[src/rtl/umi_pkt_fifo_if.sv]
// UMI packet valid/ready channel shared by both sides of umi_pkt_fifo.
// master drives valid/packet and samples ready; slave does the reverse.
interface umi_pkt_fifo_if #(
    parameter int unsigned PW = 256
);
    logic          valid;
    logic [PW-1:0] packet;
    logic          ready;

    modport master (
        output valid,
        output packet,
        input  ready
    );

    modport slave (
        input  valid,
        input  packet,
        output ready
    );
endinterface

[src/rtl/umi_pkt_fifo.sv]
// Elastic first-word-fall-through packet buffer for the umi_mem rx path.
// Holds up to DEPTH packets; in_umi.ready is independent of out_umi.ready.
module umi_pkt_fifo #(
    parameter int unsigned DEPTH = 4,
    parameter int unsigned PW    = 256,
    parameter int unsigned AFULL = DEPTH - 1,
    localparam int unsigned CW   = $clog2(DEPTH + 1)
) (
    input  logic                   clk,
    input  logic                   nreset,
    umi_pkt_fifo_if.slave          in_umi,
    umi_pkt_fifo_if.master         out_umi,
    output logic [CW-1:0]          count,
    output logic                   full,
    output logic                   empty,
    output logic                   almost_full
);
    localparam int unsigned AW = $clog2(DEPTH);
    localparam int unsigned PTRW = AW + 1;

    logic [PW-1:0]   mem [DEPTH];
    logic [PTRW-1:0] wr_ptr;
    logic [PTRW-1:0] rd_ptr;
    logic [AW-1:0]   wr_idx;
    logic [AW-1:0]   rd_idx;
    logic            push;
    logic            pop;

    assign wr_idx = wr_ptr[AW-1:0];
    assign rd_idx = rd_ptr[AW-1:0];

    // Extra pointer MSB distinguishes a full wrap from an empty buffer.
    assign full  = (wr_idx == rd_idx) && (wr_ptr[AW] != rd_ptr[AW]);
    assign empty = (wr_ptr == rd_ptr);

    assign almost_full = (count >= CW'(AFULL));

    // Ready is gated only by registered fullness and reset, so a pop in the
    // same cycle never opens a slot for a push.
    assign in_umi.ready = nreset & ~full;

    assign out_umi.valid  = ~empty;
    assign out_umi.packet = mem[rd_idx];

    assign push = in_umi.valid & in_umi.ready;
    assign pop  = out_umi.valid & out_umi.ready;

    // Storage is deliberately left uncleared by reset.
    always_ff @(posedge clk) begin
        if (push) begin
            mem[wr_idx] <= in_umi.packet;
        end
    end

    always_ff @(posedge clk) begin
        if (!nreset) begin
            wr_ptr <= '0;
            rd_ptr <= '0;
            count  <= '0;
        end else begin
            if (push) begin
                wr_ptr <= wr_ptr + PTRW'(1);
            end
            if (pop) begin
                rd_ptr <= rd_ptr + PTRW'(1);
            end
            case ({push, pop})
                2'b10:   count <= count + CW'(1);
                2'b01:   count <= count - CW'(1);
                default: count <= count;
            endcase
        end
    end
endmodule
[src/flat_wrapper.sv]
// flat-port wrapper written by rule: the top's interface ports become plain ports
module umi_pkt_fifo_flat 
#(
    parameter int unsigned DEPTH = 4,
    parameter int unsigned PW    = 256,
    parameter int unsigned AFULL = DEPTH - 1,
    localparam int unsigned CW   = $clog2(DEPTH + 1)
)
  (clk, nreset, count, full, empty, almost_full, in_umi_valid, in_umi_packet, in_umi_ready, out_umi_valid, out_umi_packet, out_umi_ready);
  umi_pkt_fifo_if #(.PW(PW)) in_umi_i ();
  umi_pkt_fifo_if #(.PW(PW)) out_umi_i ();
  input  logic clk;
  input  logic nreset;
  output logic [CW-1:0] count;
  output logic full;
  output logic empty;
  output logic almost_full;
  input wire logic [$bits(in_umi_i.valid)-1:0] in_umi_valid;
  input wire logic [$bits(in_umi_i.packet)-1:0] in_umi_packet;
  output wire logic [$bits(in_umi_i.ready)-1:0] in_umi_ready;
  output wire logic [$bits(out_umi_i.valid)-1:0] out_umi_valid;
  output wire logic [$bits(out_umi_i.packet)-1:0] out_umi_packet;
  input wire logic [$bits(out_umi_i.ready)-1:0] out_umi_ready;
  assign in_umi_i.valid = in_umi_valid;
  assign in_umi_i.packet = in_umi_packet;
  assign in_umi_ready = in_umi_i.ready;
  assign out_umi_valid = out_umi_i.valid;
  assign out_umi_packet = out_umi_i.packet;
  assign out_umi_i.ready = out_umi_ready;
  umi_pkt_fifo #(.DEPTH(DEPTH), .PW(PW), .AFULL(AFULL)) u_core (.clk(clk), .nreset(nreset), .in_umi(in_umi_i), .out_umi(out_umi_i), .count(count), .full(full), .empty(empty), .almost_full(almost_full));
endmodule
[config.mk]
export PLATFORM = sky130hd
export DESIGN_NAME = umi_pkt_fifo_flat
export DESIGN_NICKNAME = d
export VERILOG_FILES = /design/src/rtl/umi_pkt_fifo_if.sv /design/src/rtl/umi_pkt_fifo.sv /design/src/flat_wrapper.sv
export SDC_FILE = /design/constraint.sdc
export NUM_CORES = 1
export LEC_CHECK = 0
export CAP_MARGIN = 10
export CORE_UTILIZATION = 45
export CTS_CLUSTER_DIAMETER = 60
export DETAILED_ROUTE_END_ITERATION = 8
export PLACE_DENSITY = 0.68
export SYNTH_ARGS = -nofsm -noshare
export SYNTH_HDL_FRONTEND = slang
export SYNTH_SLANG_ARGS = --single-unit
[constraint.sdc]
create_clock -name clk -period 12.65 [get_ports clk]
set_input_delay 2.53 -clock clk [delete_from_list [all_inputs] [get_ports clk]]
set_output_delay 2.53 -clock clk [all_outputs]
set_load 0.02 [all_outputs]
==> flow_results.org, run 1 <==
** Status
- The flow ran to the end, and the final reports show no timing, DRC or antenna violations.

** Die
- Die Outline Area :: 84580 sq um
- The core region is approximately 80000 sq um.
- After floorplanning, the core was divided into 105 placement rows.
- The die is 290.8 um tall.
- Overall die width :: 290.8 um
- The initial utilization of the core area, before any placement, comes to 45.57%.
- Top-level port count :: 524

** Clocking
- The root buffer cell chosen for the clock tree is sky130_fd_sc_hd__clkbuf_16.
- The later pin in the worst-skew pair is clocked with a latency of 0.67 ns.
- Post-CTS repair changed the size of 0 cells.
- Maximum count of clock buffers along a single path :: 3
- Buffers inserted to repair hold after CTS numbered 0.
- For this design, the sink count on the clock tree is roughly 1000.
- H-tree Lvls :: 3
- After clock tree synthesis, the clock-pin slew on the worst setup and hold paths is 0.06 ns.
- After clock tree synthesis, the setup repair step added 0 buffers.
- Num CTS Buffers :: approximately 100
- TritonCTS built the clock tree.

** Yosys
- Net count after synthesis :: 1698
- Post-synth design cell area :: 37540 sq um
- Of the post-synthesis cell area, the part taken by muxes is between 10% and 20%.
- Counting every instance in the synthesized netlist gives 1431.
- Counting flops and latches in the post-synthesis netlist gives 1035.
- By area, the combinational part of the netlist is dominated by multiplexers.
- Summing the areas of all compound-gate instances in the mapped netlist gives less than 1% of the synthesized area.
- Avg Synthesized Cell Area :: 26.23 sq um
- Of the total synthesized cell area, the portion taken by XOR and XNOR cells is 0.2266%.
- Summing the areas of all and, or, nand and nor instances in the mapped netlist gives 0.4933% of the synthesized area.
- The Yosys step of the flow raised 0 warnings.
- After Yosys synthesis, full adders, half adders and majority gates account for 0.2533% of the synthesized area.
- Yosys mapped the design onto 34 distinct sky130hd cell types.
- Share of synthesized area occupied by flip-flops and latches :: approximately 82%

** Finish
- After routing the design area is 47480 sq um.
- Relative to the synthesized area, the layout overhead comes to 26.49%.
- Number of nets at the end of the flow :: 2287
- The post-route netlist has between 20% and 30% of its cells at a drive strength greater than 1.
- Most common cell after layout, fill and taps aside :: sky130_fd_sc_hd__edfxtp_1
- In the layout the commonest cells are sky130_fd_sc_hd__edfxtp_1, sky130_fd_sc_hd__clkdlybuf4s50_1, sky130_fd_sc_hd__mux4_2, sky130_fd_sc_hd__clkbuf_16, sky130_fd_sc_hd__clkbuf_1.
- Fin cells :: ~3200
- Utilization after layout :: between 50% and 60%

** GRT
- First-pass GRT wire length :: approximately 120 mm
- Remaining global-route overflow :: 0
- The initial antenna violation count came to 24.
- Global routing consumed, over all layers together, 18.41% of the routing resources.
- The via count of the first global-routing pass is between 15000 and 20000.
- Entering global routing, the biggest net connects ~150 pins.

** Routing
- The first detailed-routing pass took 5 iterations.
- After detailed routing, the number of remaining DRC violations is 0.
- Vias after detailed routing :: 17050
- Number of DRC markers in iteration 0 :: 926
- Routed length per placed instance :: 24.40 um
- Final ANT Viol Nets :: 0
- The routed design has 77.70 mm of wire.
- After detailed routing, the number of vias per cell comes to around 5.4.

** Power and ir drop
- Flop pwr share :: a little over two fifths
- Combinational fraction of design power :: 24.3%
- IR analysis of the VDD net gives a maximum drop of 0.1616 mV.
- In this run switching power makes up 26.76% of total power.
- Power per standard cell area :: between 150 and 200 nW/um^2
- Net switching power :: ~2.5 mW
- Summed over all cells, the static leakage comes to 14.78 nW.
- Internal power :: 6.820 mW
- Per report_power, the clock group accounts for around 32% of the total.

** Job
- The tool flagged a number of max-cap violations equal to 0.

** Setup path
- Series of cell instances along the critical path :: buf_4, buf_4, mux4_2, clkdlybuf4s50_1
- R2R Path End :: u_core.mem[1][50]$_DFFE_PP_
- Arrival time reported for the critical path endpoint :: 4.30 ns
- Path type of the worst setup path :: flip-flop to primary output
- Count of buffering cells on the critical path with inverters included :: 3
- The critical path crosses 4 cells after its start point.
- End point of the critical path :: out_umi_packet[145]
- The worst setup path is captured at a primary output.
- Most common cell type on the critical path :: sky130_fd_sc_hd__buf_4
- Worst endpoint required time :: 10.12 ns
- Worst-case reg-to-reg path depth :: 5
- The slowest stage of the critical path is the sky130_fd_sc_hd__buf_4 cell.
- Top cell family by delay on the critical path :: buffers and inverters
- The worst setup path is launched from a flip-flop.
- Across all register-to-register paths, the minimum setup slack is 8.28 ns.
- The startpoint identified for the worst register-to-register timing path is u_core.rd_ptr[0]$_SDFFE_PN0P_.
- Largest fanout on the critical path :: 43
- Crit-path max cell delay :: 0.82 ns

** STA
- Static timing analysis puts the maximum clock frequency at 146.3 MHz.
- Worst-margin pin slew :: between 1 and 1.5 ns
- Subtracting the final worst setup slack from the clock period gives ~7 ns.
- Final hold violation count :: 0
- Final Skew :: 0.04090 ns
- Setup repair after global routing left no endpoint under its margin.
- Setup violations remaining at the end of the flow were counted as 0.
- In this run the tightest slew margin relative to its limit is 7.403%.
- Pins Over Slew Limit :: 0
- Post-route fraction of the period consumed by the critical path :: 54.03%
- Final-layout setup total negative slack :: 0 ns

** Placement
- The HPWL after detailed placement is 46.39 mm.
- Including well taps, the total number of placed cells is 2984.
- After detailed placement, the total cell area comes to 44070 sq um.
- Count of input and output buffers :: 523
- Final weighted congestion in routability-driven placement :: 0.7814

** Hold path
- The path class of the tightest hold or removal check is flip-flop to flip-flop.
cells in the mapped netlist:
cell | n | area share [%]
sky130_fd_sc_hd__a211o_1 | 1 | 0.023
sky130_fd_sc_hd__and2_1 | 4 | 0.067
sky130_fd_sc_hd__a41oi_1 | 2 | 0.047
sky130_fd_sc_hd__or3_1 | 4 | 0.067
sky130_fd_sc_hd__nand4_1 | 2 | 0.033
sky130_fd_sc_hd__a31oi_1 | 3 | 0.050
sky130_fd_sc_hd__nand3b_1 | 3 | 0.060
sky130_fd_sc_hd__inv_1 | 11 | 0.11
sky130_fd_sc_hd__xnor2_2 | 1 | 0.043
sky130_fd_sc_hd__fa_1 | 1 | 0.053
sky130_fd_sc_hd__buf_1 | 13 | 0.13
sky130_fd_sc_hd__a21oi_1 | 6 | 0.080
sky130_fd_sc_hd__dfxtp_1 | 11 | 0.59
sky130_fd_sc_hd__ha_1 | 6 | 0.20
sky130_fd_sc_hd__or4_1 | 1 | 0.020
sky130_fd_sc_hd__nor2_1 | 4 | 0.040
sky130_fd_sc_hd__nand3_1 | 5 | 0.067
sky130_fd_sc_hd__xor2_2 | 1 | 0.043
sky130_fd_sc_hd__clkbuf_1 | 17 | 0.17
sky130_fd_sc_hd__o21ai_0 | 4 | 0.053
sky130_fd_sc_hd__nor4_1 | 3 | 0.050
sky130_fd_sc_hd__o211ai_1 | 2 | 0.040
sky130_fd_sc_hd__mux4_2 | 256 | 15
sky130_fd_sc_hd__buf_4 | 1 | 0.020
sky130_fd_sc_hd__nand4b_1 | 1 | 0.023
sky130_fd_sc_hd__xor2_1 | 4 | 0.093
sky130_fd_sc_hd__a311oi_1 | 1 | 0.023
sky130_fd_sc_hd__edfxtp_1 | 1024 | 82
sky130_fd_sc_hd__and3_1 | 1 | 0.017
sky130_fd_sc_hd__nand2_1 | 5 | 0.050
sky130_fd_sc_hd__a21o_1 | 1 | 0.020
sky130_fd_sc_hd__xnor2_1 | 2 | 0.047
sky130_fd_sc_hd__o22ai_1 | 1 | 0.017
sky130_fd_sc_hd__buf_2 | 29 | 0.39
stage by stage:
stage | power (mW) | setup WS, ns | hold slack (ns)
final | 9.312 | 5.816 | 0.5206
after global routing | 9.649 | 5.335 | 0.5931
after CTS | 9.446 | 5.480 | 0.5198
after detailed placement | 6.429 | 5.835 | 0.5122
after global placement | 6.416 | 5.937 | 0.4945
after floorplan | 5.461 | 2.885 | 0.5139
worst min path at each step:
stage                                        from  depth (start not counted)                            end  slack, ns
finish               u_core.count[2]$_SDFFE_PN0P_                          2   u_core.count[2]$_SDFFE_PN0P_       0.52
detailed placement   u_core.count[2]$_SDFFE_PN0P_                          2   u_core.count[2]$_SDFFE_PN0P_       0.51
global placement     u_core.count[2]$_SDFFE_PN0P_                          2   u_core.count[2]$_SDFFE_PN0P_       0.49
floorplan           u_core.rd_ptr[2]$_SDFFE_PN0P_                          2  u_core.rd_ptr[2]$_SDFFE_PN0P_       0.51
global route        u_core.rd_ptr[2]$_SDFFE_PN0P_                          2  u_core.rd_ptr[2]$_SDFFE_PN0P_       0.59
CTS                  u_core.count[2]$_SDFFE_PN0P_                          2   u_core.count[2]$_SDFFE_PN0P_       0.52
sequential cells by signal, indices dropped and copies added, names as in the netlist, named ones only:
| signal | flops |
|---|---|
| u_core.mem | 1024 |
| u_core.rd_ptr | 3 |
| u_core.wr_ptr | 3 |
| u_core.count | 3 |
power groups by stage:
stage	clock network, mW	registers [mW]	logic [mW]
2_1_floorplan	0	4.12	1.34
3_3_place_gp	0	4.12	2.30
3_5_place_dp	0	4.13	2.30
4_1_cts	3.07	4.06	2.32
5_1_grt	3.19	4.07	2.39
6_report	2.99	4.05	2.26
worst min-delay path, cell delays in order, from the launching register on:
cell,delay [ns]
sky130_fd_sc_hd__dfxtp_1,0.33
sky130_fd_sc_hd__o21ai_0,0.08
sky130_fd_sc_hd__a21oi_1,0.06
routing by layer:
layer | track usage, % | routed length [um] | up-vias
li1 | - | - | 7430
met1 | 22.05 | 28940 | 8917
met2 | 31.00 | 39750 | 523
met3 | 6.661 | 6633 | 147
met4 | 5.949 | 2207 | 30
met5 | 0 | 169 | -
logic make-up after synthesis:
kind of cell | count (synthesis)
buffers and inverters | 71
muxes | 256
DFF | 1035
and+or+nand+nor | 33
AOI/OAI and AO/OA | 21
xor gates and xnor gates | 8
adders and majority gates | 7
final cells by class:
cell class                 instances  area, sq um
sequential                      1035        30980
antenna                           10        25.02
tap                             1070         1339
fill                            5861        34890
multi-input combinational        325         6274
clock inverter                    59        636.9
timing repair buffer             543         5435
inverter                          11        41.29
clock buffer                     131         2756
No activity file was read; power rests on OpenSTA's default activity.
==> run 2: changes to the inputs <==
- clock period: 12.65 -> 6.3 ns (I/O delays scaled with it)
==> run 2 against run 1 <==
  * Clock power grew 100%
  * Sequential share of layout area shrank 0.61 points
  * Die area is the same
  * Via count grew 1.1%
  * Utilization grew 0.54 points
  * Highest routed layer unchanged
==> flow_results.org, run 2 (synthesized netlist as in run 1, its figures left out) <==
** Clocking
- The number of instances resized during post-cts repair was 0 (unchanged).
- TritonCTS clock tree :: yes
- Clock Root Buffer :: sky130_fd_sc_hd__clkbuf_16
- TritonCTS Sinks :: 1035 (unchanged)
- Total setup buffers inserted after CTS :: 0 (unchanged)
- The clock insertion delay at the later pin of the skew report came to 0.66 ns (about the same).
- Clock-pin slew on the worst setup and hold paths :: 0.06 ns (about the same)
- The number of levels in the clock H-tree was 3 (unchanged).
- Num CTS Buffers :: 108 (+3.8%)
- Maximum count of clock buffers along a single path :: 3 (unchanged)
- Number of hold buffers added after cts :: 0 (unchanged)

** Routing
- Number of DRC markers in iteration 0 :: 1229 (+33%)
- The total vias in the final route was 17230 (+1.1%).
- The average vias per placed instance was 5.362 (+0.16%).
- Routed length per placed instance :: 24.68 um (+1.1%)
- Routed met2 length :: 40.66 mm (+2.3%)
- The met3 wirelength from detailed routing is 6.332 mm (-4.5%).
- The remaining number of nets flagged by the antenna check after routing came to 0 (unchanged).
- Signal routing reaches up to met5.
- DR DRC count :: 0 (unchanged)
- The final wirelength was 79.30 mm (+2.1%).
- Met1 routed wirelength after detailed routing :: 30.81 mm (+6.5%)
- The number of search-and-repair iterations in the first detailed-routing pass is 5 (unchanged).

** STA
- Setup repair after global routing left no endpoint under its margin.
- Final hold violation count :: 0 (unchanged)
- Pins Over Slew Limit :: 0 (unchanged)
- The total negative setup slack is 0 ns (unchanged).
- The number of setup violations in the final report came to 0 (unchanged).
- Worst-margin pin slew :: 0.9925 ns (-0.3964 ns)
- Of the available clock period, the critical path in the final layout requires 72.81%.
- Worst setup slack after layout :: 1.713 ns (-4.103 ns)
- Final Skew :: 0.04220 ns (+0.001296 ns)
- Maximum clock frequency :: 218.0 MHz
- The clock period could shrink to 4.587 ns.
- Headroom to the max-slew limit :: 33.83% (+26 points)

** Die
- Starting utilization of the core area :: 45.57% (unchanged)
- The I/O pin count came to 524 (unchanged).
- The placeable core region was 82370 sq um (unchanged).
- The placement row count came to 105 (unchanged).
- The die boundary width came to 290.8 um (unchanged).
- Die Outline Area :: 84580 sq um (unchanged)
- The vertical extent of the die was 290.8 um (unchanged).

** Placement
- Final weighted congestion in routability-driven placement :: 0.7690 (-1.6%)
- The worst setup slack after placement was 1.903 ns (-3.932 ns).
- Total placed cells including tap cells :: 3010 (+0.87%)
- The number of buffer cells added on primary ports was 523 (unchanged).
- Placed cell areas :: 44460 sq um (+0.90%)
- The HPWL after detailed placement came to 50.16 mm (+8.1%).

** Hold path
- Worst hold-check path type :: flip-flop to flip-flop

** Setup path
- The worst stage delay on the critical path is 0.82 ns (about the same).
- Slowest stage cell on the critical path :: sky130_fd_sc_hd__dfxtp_4
- The critical path data required time is 5.04 ns (-5.08 ns).
- STA classifies the critical path endpoint as a primary output.
- The worst setup path is of the flip-flop to primary output kind.
- In this run the critical register-to-register path is captured at u_core.mem[2][140]$_DFFE_PP_.
- Worst reg2reg path startpoint :: u_core.wr_ptr[0]$_SDFFE_PN0P_
- End point of the critical path :: out_umi_packet[147]
- Series of cell instances along the critical path :: buf_4, mux4_2, clkdlybuf4s50_1
- Arrival time reported for the critical path endpoint :: 3.33 ns (-0.97 ns)
- Worst-case reg-to-reg path depth :: 4 (-1)
- Crit path launch type :: flip-flop
- The setup slack of the most critical reg-to-reg path came to 3.03 ns (-5.25 ns).
- The maximum fanout encountered on the critical timing path is 30 (-30%).

** GRT
- Aggregate global-route resource usage :: 18.76% (+0.35 points)
- Antenna violations before repair :: 9 (-63%)
- Remaining global-route overflow :: 0 (unchanged)
- Maximum number of pins on one net before global-route repair :: 80 (-47%)
- The first-pass GRT wire length was 118.1 mm (+1.8%).
- Number of global-route vias before repair :: 18380 (+0.80%)

** Power and ir drop
- The switching share of power was 26.93% (+0.17 points).
- The maximum vdd ir drop came to 0.2650 mV (+64%).
- The clock group share of total power is 32.2% (about the same).
- The net switching power of the design came to 5.072 mW (+100%).
- The portion of total power attributed to combinational logic was 24.6% (+0.3 points).
- The leakage power figure was 15.02 nW (+1.6%).
- The total power consumption of the routed design is 18.84 mW (+100%).
- The part of the power in registers came to 43.2% (-0.3 points).
- The cell area power density is 393.0 nW/um^2 (+100%).
- The internal cell power is 13.76 mW (+100%).

** Finish
- Most common cell after layout, fill and taps aside :: sky130_fd_sc_hd__edfxtp_1
- Final-layout fill cell count :: 5858 (-0.051%)
- The non-filler instance count after layout came to 3213 (+0.91%).
- The flip-flop count of the largest register after layout was 1024 (unchanged).
- The final design instance area without fill is 47930 sq um (+0.94%).
- Fraction of final layout cells with drive strength greater than 1 :: 21.87% (+1.3 points)
- Most frequent cells in the layout :: sky130_fd_sc_hd__edfxtp_1, sky130_fd_sc_hd__clkdlybuf4s50_1, sky130_fd_sc_hd__mux4_2, sky130_fd_sc_hd__clkbuf_16, sky130_fd_sc_hd__buf_4
- The area used by multi-input combinational logic was 6274 sq um (unchanged).
- The number of nets in the finished design came to 2317 (+1.3%).
- The combined flip-flop and latch cell area was 30980 sq um (unchanged).
- Register with the most flip-flops :: u_core.mem
- From synthesis to final layout, the design area changed by 27.68%.

** Job
- Number of max-cap violations :: 0 (unchanged)

** Status
- The flow ran to the end, and the final reports show no timing, DRC or antenna violations.
[run 2: area by class of cell]
class,instances,area share (%)
multi-input cells,325,13.09
clock buffers,127,5.832
clock inverters,73,1.391
well taps,1070,2.793
repair buffers,569,12.16
inverters,11,0.08614
flip-flops and latches,1035,64.63
diodes,3,0.01566
[run 2: worst min path at each step]
stage                                     to  depth (start not counted)                           from  slack (ns)
2_1_floorplan  u_core.rd_ptr[2]$_SDFFE_PN0P_                          2  u_core.rd_ptr[2]$_SDFFE_PN0P_        0.51
3_3_place_gp    u_core.count[2]$_SDFFE_PN0P_                          2   u_core.count[2]$_SDFFE_PN0P_        0.52
3_5_place_dp    u_core.count[2]$_SDFFE_PN0P_                          2   u_core.count[2]$_SDFFE_PN0P_        0.52
4_1_cts         u_core.count[2]$_SDFFE_PN0P_                          2   u_core.count[2]$_SDFFE_PN0P_        0.53
5_1_grt         u_core.count[2]$_SDFFE_PN0P_                          2   u_core.count[2]$_SDFFE_PN0P_        0.55
6_report        u_core.count[2]$_SDFFE_PN0P_                          2   u_core.count[2]$_SDFFE_PN0P_        0.53
[run 2: routing by layer]
| metal | track usage [%] | vias up |
|---|---|---|
| met4 | 5.072 | 14 |
| met2 | 31.72 | 548 |
| li1 | - | 7479 |
| met1 | 23.40 | 9074 |
| met5 | 0 | - |
| met3 | 5.889 | 114 |
[run 2: power by group through the flow]
stage | clock [mW] | combinational [mW] | sequential [mW]
floorplan | 0 | 2.69 | 8.22
global placement | 0 | 4.69 | 8.26
CTS | 6.21 | 4.73 | 8.15
finish | 6.06 | 4.64 | 8.14
detailed placement | 0 | 4.70 | 8.29
global route | 6.46 | 4.89 | 8.17
[run 2: metrics by stage]
| step | hold WS [ns] | utilization, % |
|---|---|---|
| 2_1_floorplan | 0.5139 | - |
| 3_3_place_gp | 0.5225 | 53.98 |
| 3_5_place_dp | 0.5225 | 53.98 |
| 4_1_cts | 0.5346 | 58.18 |
| 5_1_grt | 0.5538 | 58.18 |
| 6_report | 0.5331 | 58.19 |
[run 2: worst max-delay path, delay by kind of cell (launching register included)]
kind                   cells  cell delay, ns
buffers and inverters      2            1.24
muxes                      1            0.57
DFF                        1            0.82
==> run 3: changes to the inputs <==
- clock period: 6.3 -> 4.5 ns (I/O delays scaled with it)
==> run 3 against run 2 <==
  * The flow now finishes with violations (DRC)
  * Sequential cell count unchanged
  * Critical path depth increased by 1
  * Combinational power increased by 42%
  * Clock skew decreased by 0.013 ns
  * First-iteration DRC count increased by 1.2%
  * Hold slack got worse by 0.012 ns
  * Via count decreased by 0.19%
  * Total power increased by 40%
  * Design area about the same
  * Register-to-register slack got worse by 1.6 ns
  * Non-clock buffer count decreased by 7
  * Critical endpoint is now out_umi_packet[89]
==> flow_results.org, run 3 (synthesized netlist as in run 1, its figures left out) <==
** Status
- Result of the run :: complete, but fails checks
- The checks that failed: DRC.

** Finish
- The final design instance area without fill came to 47900 sq um (about the same).
- Most frequent cells in the layout :: sky130_fd_sc_hd__edfxtp_1, sky130_fd_sc_hd__clkdlybuf4s50_1, sky130_fd_sc_hd__mux4_2, sky130_fd_sc_hd__clkbuf_16, sky130_fd_sc_hd__clkinv_1
- Most common cell after layout, fill and taps aside :: sky130_fd_sc_hd__edfxtp_1
- The register with the most flip-flops in the final layout is u_core.mem.
- The number of nets in the finished design is 2309 (-0.35%).
- The share of final-layout standard cells stronger than drive strength 1 came to 21.16% (-0.71 points).
- Fin cells :: 3206 (-0.22%)
- The flip-flop count of the largest register after layout came to 1024 (unchanged).
- The signed area change from the synthesized netlist to the final layout came to 27.60% (about the same).
- The count of filler cells inserted in the layout is 5799 (-1.0%).

** Clocking
- The number of buffers added by the clock tree synthesis step is 107 (-0.93%).
- TritonCTS Sinks :: 1035 (unchanged)
- Clock-pin slew on the worst setup and hold paths :: 0.06 ns (about the same)
- The number of instances resized during post-cts repair came to 0 (unchanged).
- Number of hold buffers added after cts :: 0 (unchanged)
- TritonCTS clock tree :: yes
- H-tree Lvls :: 3 (unchanged)
- The post-CTS setup repair buffer count is 0 (unchanged).
- Clock insertion delay at the later pin of the skew report :: 0.65 ns (about the same)
- Maximum count of clock buffers along a single path :: 3 (unchanged)
- Clock Root Buffer :: sky130_fd_sc_hd__clkbuf_16

** STA
- Worst-margin pin slew :: 1.038 ns (+0.04558 ns)
- Final setup vio count :: 0 (unchanged)
- Final hold violation count :: 0 (unchanged)
- The max-slew headroom at the worst pin is 30.30% (-3.5 points).
- Maximum clock frequency :: roughly 260 MHz
- The count of pins over their slew limit was 0 (unchanged).
- Setup repair after global routing left no endpoint under its margin.
- In the finished design, the share of the clock period the worst path needs comes to 87.06%.
- The clock skew after layout is 0.02937 ns (-0.01283 ns).
- Subtracting the final worst setup slack from the clock period gives 3.918 ns.

** Die
- The initial core utilization was 45.57% (unchanged).
- The I/O pin count was 524 (unchanged).
- The die boundary width was 290.8 um (unchanged).
- Row count :: 105 (unchanged)
- The placeable core region came to 82370 sq um (unchanged).
- The die outline area is 84580 sq um (unchanged).
- The vertical extent of the die was 290.8 um (unchanged).

** GRT
- The remaining global-route overflow is 0 (unchanged).
- Number of global-route vias before repair :: 18250 (-0.72%)
- The first-pass GRT wire length came to 116.2 mm (-1.7%).
- The initial antenna violation count came to 19 (+10).
- Maximum number of pins on one net before global-route repair :: 86 (+7.5%)
- Aggregate global-route resource usage :: 18.45% (-0.32 points)

** Setup path
- Path type of the worst setup path :: flip-flop to primary output
- The critical path data required time came to 3.60 ns (-1.44 ns).
- STA classifies the critical path startpoint as a flip-flop.
- The worst setup path is captured at a primary output.
- The data arrival time of the worst path is 3.02 ns (-0.31 ns).
- The maximum fanout encountered on the critical timing path was 18 (-40%).

** Routing
- The number of search-and-repair iterations in the first detailed-routing pass is 9 (+4).
- Post-DR vias/cell :: 5.364 (about the same)
- Routed length per placed instance :: 24.44 um (-0.96%)
- The total vias in the final route was 17200 (-0.19%).
- The remaining number of nets flagged by the antenna check after routing is 0 (unchanged).
- Routed wire length :: 78.37 mm (-1.2%)
- DR DRC count :: 2 (+2)
- Number of DRC markers in iteration 0 :: 1244 (+1.2%)

** Power and ir drop
- The internal cell power came to 19.25 mW (+40%).
- Flop pwr share :: 43.0% (-0.2 points)
- Relative contribution of the clock network to total power :: 31.9% (-0.3 points)
- The cell area power density came to 549.4 nW/um^2 (+40%).
- Pleak :: 14.96 nW (-0.35%)
- The maximum vdd ir drop was 0.5823 mV (+120%).
- The switching share of power is 26.86% (-0.069 points).
- The net switching power of the design was 7.068 mW (+39%).
- The portion of total power attributed to combinational logic came to 25.1% (+0.5 points).

** Placement
- The HPWL after detailed placement came to 48.61 mm (-3.1%).
- Placed cell areas :: 44480 sq um (about the same)
- The cell count after placement is 3003 (-0.23%).
- Final weighted congestion in routability-driven placement :: 0.7872 (+2.4%)
- The number of buffer cells added on primary ports was 523 (unchanged).

** Job
- Number of max-cap violations :: 0 (unchanged)

** Hold path
- Worst hold-check path type :: flip-flop to flip-flop
[run 3: stage by stage]
| stage | hold WS, ns | util, % | setup WS, ns | TNS [ns] | total power [mW] |
|---|---|---|---|---|---|
| floorplan | 0.5139 | - | -0.7839 | -802.64 | 15.28 |
| global placement | 0.5195 | 54.00 | 0.8625 | 0 | 18.18 |
| detailed placement | 0.5162 | 54.00 | 0.7781 | 0 | 18.24 |
| CTS | 0.5257 | 58.13 | 0.4488 | 0 | 26.69 |
| global route | 0.5496 | 58.15 | 0.4022 | 0 | 27.30 |
| finish | 0.5212 | 58.15 | 0.5824 | 0 | 26.32 |
[run 3: layer usage]
layer	GRT usage (%)	part of all wire, %	up-vias
met5	0	0.22	-
met4	6.065	2.3	26
met3	6.630	8.6	128
met2	30.21	50	574
met1	22.86	39	9006
li1	-	-	7462
[run 3: layout make-up]
type / instances / area [sq um] / area share [%]
flip-flops and latches: 1035 / 30980 / 64.67
multi-input cells: 325 / 6274 / 13.10
repair buffers: 562 / 5853 / 12.22
clock buffers: 129 / 2760 / 5.762
well taps: 1070 / 1339 / 2.795
clock inverters: 69 / 643.1 / 1.343
inverters: 11 / 41.29 / 0.08620
diodes: 5 / 12.51 / 0.02612
[run 3: path summary, 6_finish.rpt]
kind	end	start	cells after the start	slack (ns)
worst max-delay path	out_umi_packet[89]	flip-flop	4	0.58
worst min-delay path	u_core.count[2]$_SDFFE_PN0P_	u_core.count[2]$_SDFFE_PN0P_	2	0.52
worst max register to register	u_core.count[2]$_SDFFE_PN0P_	u_core.wr_ptr[0]$_SDFFE_PN0P_	9	1.39
worst min register to register	u_core.count[2]$_SDFFE_PN0P_	u_core.count[2]$_SDFFE_PN0P_	2	0.52
[run 3: worst max-delay path, cell delays in order (launching register included)]
cell and delay [ns]:
sky130_fd_sc_hd__dfxtp_4 0.57, sky130_fd_sc_hd__buf_12 0.25, sky130_fd_sc_hd__buf_4 0.34, sky130_fd_sc_hd__mux4_2 0.58, sky130_fd_sc_hd__clkdlybuf4s50_1 0.57
[run 3: power groups by stage]
| stage | Clock (mW) | Combinational [mW] | Sequential (mW) |
|---|---|---|---|
| 6_report | 8.39 | 6.60 | 11.3 |
| 5_1_grt | 8.98 | 6.95 | 11.4 |
| 4_1_cts | 8.62 | 6.74 | 11.3 |
| 3_5_place_dp | 0 | 6.70 | 11.5 |
| 3_3_place_gp | 0 | 6.69 | 11.5 |
| 2_1_floorplan | 0 | 3.77 | 11.5 |
==> patch: new RTL, config.mk and constraints of run 3 <==
Register the output `count` once more; this adds one clock of latency there. The other outputs are not delayed to match.
--- a/src/rtl/umi_pkt_fifo.sv
+++ b/src/rtl/umi_pkt_fifo.sv
@@ -18,6 +18,8 @@
     localparam int unsigned AW = $clog2(DEPTH);
     localparam int unsigned PTRW = AW + 1;
 
+    logic [CW-1:0] count_s0;
+
     logic [PW-1:0]   mem [DEPTH];
     logic [PTRW-1:0] wr_ptr;
     logic [PTRW-1:0] rd_ptr;
@@ -33,7 +35,7 @@
     assign full  = (wr_idx == rd_idx) && (wr_ptr[AW] != rd_ptr[AW]);
     assign empty = (wr_ptr == rd_ptr);
 
-    assign almost_full = (count >= CW'(AFULL));
+    assign almost_full = (count_s0 >= CW'(AFULL));
 
     // Ready is gated only by registered fullness and reset, so a pop in the
     // same cycle never opens a slot for a push.
@@ -56,7 +58,7 @@
         if (!nreset) begin
             wr_ptr <= '0;
             rd_ptr <= '0;
-            count  <= '0;
+            count_s0 <= '0;
         end else begin
             if (push) begin
                 wr_ptr <= wr_ptr + PTRW'(1);
@@ -65,10 +67,14 @@
                 rd_ptr <= rd_ptr + PTRW'(1);
             end
             case ({push, pop})
-                2'b10:   count <= count + CW'(1);
-                2'b01:   count <= count - CW'(1);
-                default: count <= count;
+                2'b10:   count_s0 <= count_s0 + CW'(1);
+                2'b01:   count_s0 <= count_s0 - CW'(1);
+                default: count_s0 <= count_s0;
             endcase
         end
     end
+    always_ff @(posedge clk) begin
+        count <= count_s0;
+    end
+
 endmodule
Formal check against the unedited RTL: not equivalent (a bounded check fails within 4 cycles, from zero or initial values and one cycle with nreset low).
==> patch against run 3 <==
Non-clock buffer count increased by 23. Largest power group unchanged. Total power is 3.4% higher. Cell area grew 0.58%. Sequential cell count increased by 3. Synthesized area rose by 0.77%. Routed wire length is essentially flat. Utilization grew 0.15 points. Global-route usage hardly changed. Count of clock-buffer cells in the layout grew 4. Final cell count grew 0.56%. Setup slack improved by 0.070 ns. Synthesized cell count increased by 0.14%. Critical endpoint is now out_umi_packet[12].
==> patch: results (changes against run 3) <==
status=completed (was finished, violations left); Post-Route Skew=0.0327 ns (was 0.0294 ns); worst hold slack=0.381 ns (was 0.521 ns); hold_sp=u_core.count_s0[0] (was u_core.count[2]); global placement routability congestion=0.767 (was 0.787); CP max FO=37 (was 18); end point of the critical path=out_umi_packet[12] (was out_umi_packet[89]); leakage=15.1 nW (was 15.0 nW); Post-route DRC=0 (was 2); mux cell area share after synthesis=15.2% (was 15.4%); Synth top cells by count=edfxtp_1 (1024), mux4_2 (256), buf_6 (28), buf_2 (25), dfxtp_1 (14) (was edfxtp_1 (1024), mux4_2 (256), buf_2 (29), clkbuf_1 (17), buf_1 (13)); dpl hpwl=50400 um (was 48600 um); metal3 WL=6160 um (was 6710 um); first-pass GRT wire length=117000 um (was 116000 um); fmax=260 MHz (was 255 MHz); initial antenna violation count=10 (was 19); Logic pwr share=26.8% (was 25.1%); cts bufs inserted=105 (was 107); Netlist cell types=35 (was 34); Sw Ratio=27.1% (was 26.9%); worst slew pin tran=0.616 ns (was 1.04 ns); # fillers=5801 (was 5799); vias in the first global route=18.3k (about the same); drt first pass iters=5 (was 9); R2R Setup Slk=1.86 ns (was 1.39 ns); pre-CTS setup slack=0.928 ns (was 0.778 ns); compound-cell area share of the yosys netlist=0.453% (was 0.353%); met2 WL post-DR=39300 um (was 39500 um); ranking of synthesized cells by area=edfxtp_1 (81%), mux4_2 (15%), buf_6 (0.83%) (was edfxtp_1 (82%), mux4_2 (15%), dfxtp_1 (0.59%)); Cells on Worst Hold Path=0 (was 2); GR Util met3=5.47% (was 6.63%); DP Area=44700 sq um (was 44500 sq um); largest net degree at the start of global routing=89 (was 86); Total GRT Usage=18.4% (about the same); peak supply drop=0.347 mV (was 0.582 mV); worst reg2reg path endpoint=u_core.count_s0[2] (was u_core.count[2]); post-synthesis xor/xnor area fraction=0.202% (was 0.227%); met1 Track Usage GR=24.4% (was 22.9%); met2 Resource Use GR=30.1% (was 30.2%); nets=2332 (was 2309); WHS Endpoint=u_core.count[0] (was u_core.count[2])
-- patch: changes by cell type after synthesis, moves of 2 or more --
cell      delta
buf_6       +28
clkbuf_1    -13
buf_1       -12
buf_2        -4
a211o_1      +3
dfxtp_1      +3
nor4_1       -3
or3_1        -3
a31oi_1      -2
and3_2       +2
nand2_1      -2
-- patch: cell type report --
cell class                      count  area share, %
Antenna cell                        2         0.0104
Inverter                           11         0.0857
Clock buffer                      133           5.72
Multi-Input combinational cell    324           13.1
Sequential cell                  1038           64.4
Timing Repair Buffer              585           12.5
Tap cell                         1070           2.78
Clock inverter                     61           1.39
-- patch: through the flow --
stage | setup TNS, ns | util, % | std cells
final | 0 | 58.3 | 3224
after detailed placement | 0 | 54.2 | 3028
after CTS | 0 | 58.3 | 3222
after global routing | 0 | 58.3 | 3224
after floorplan | -294.58 | - | 1433
after global placement | 0 | 54.2 | 3028
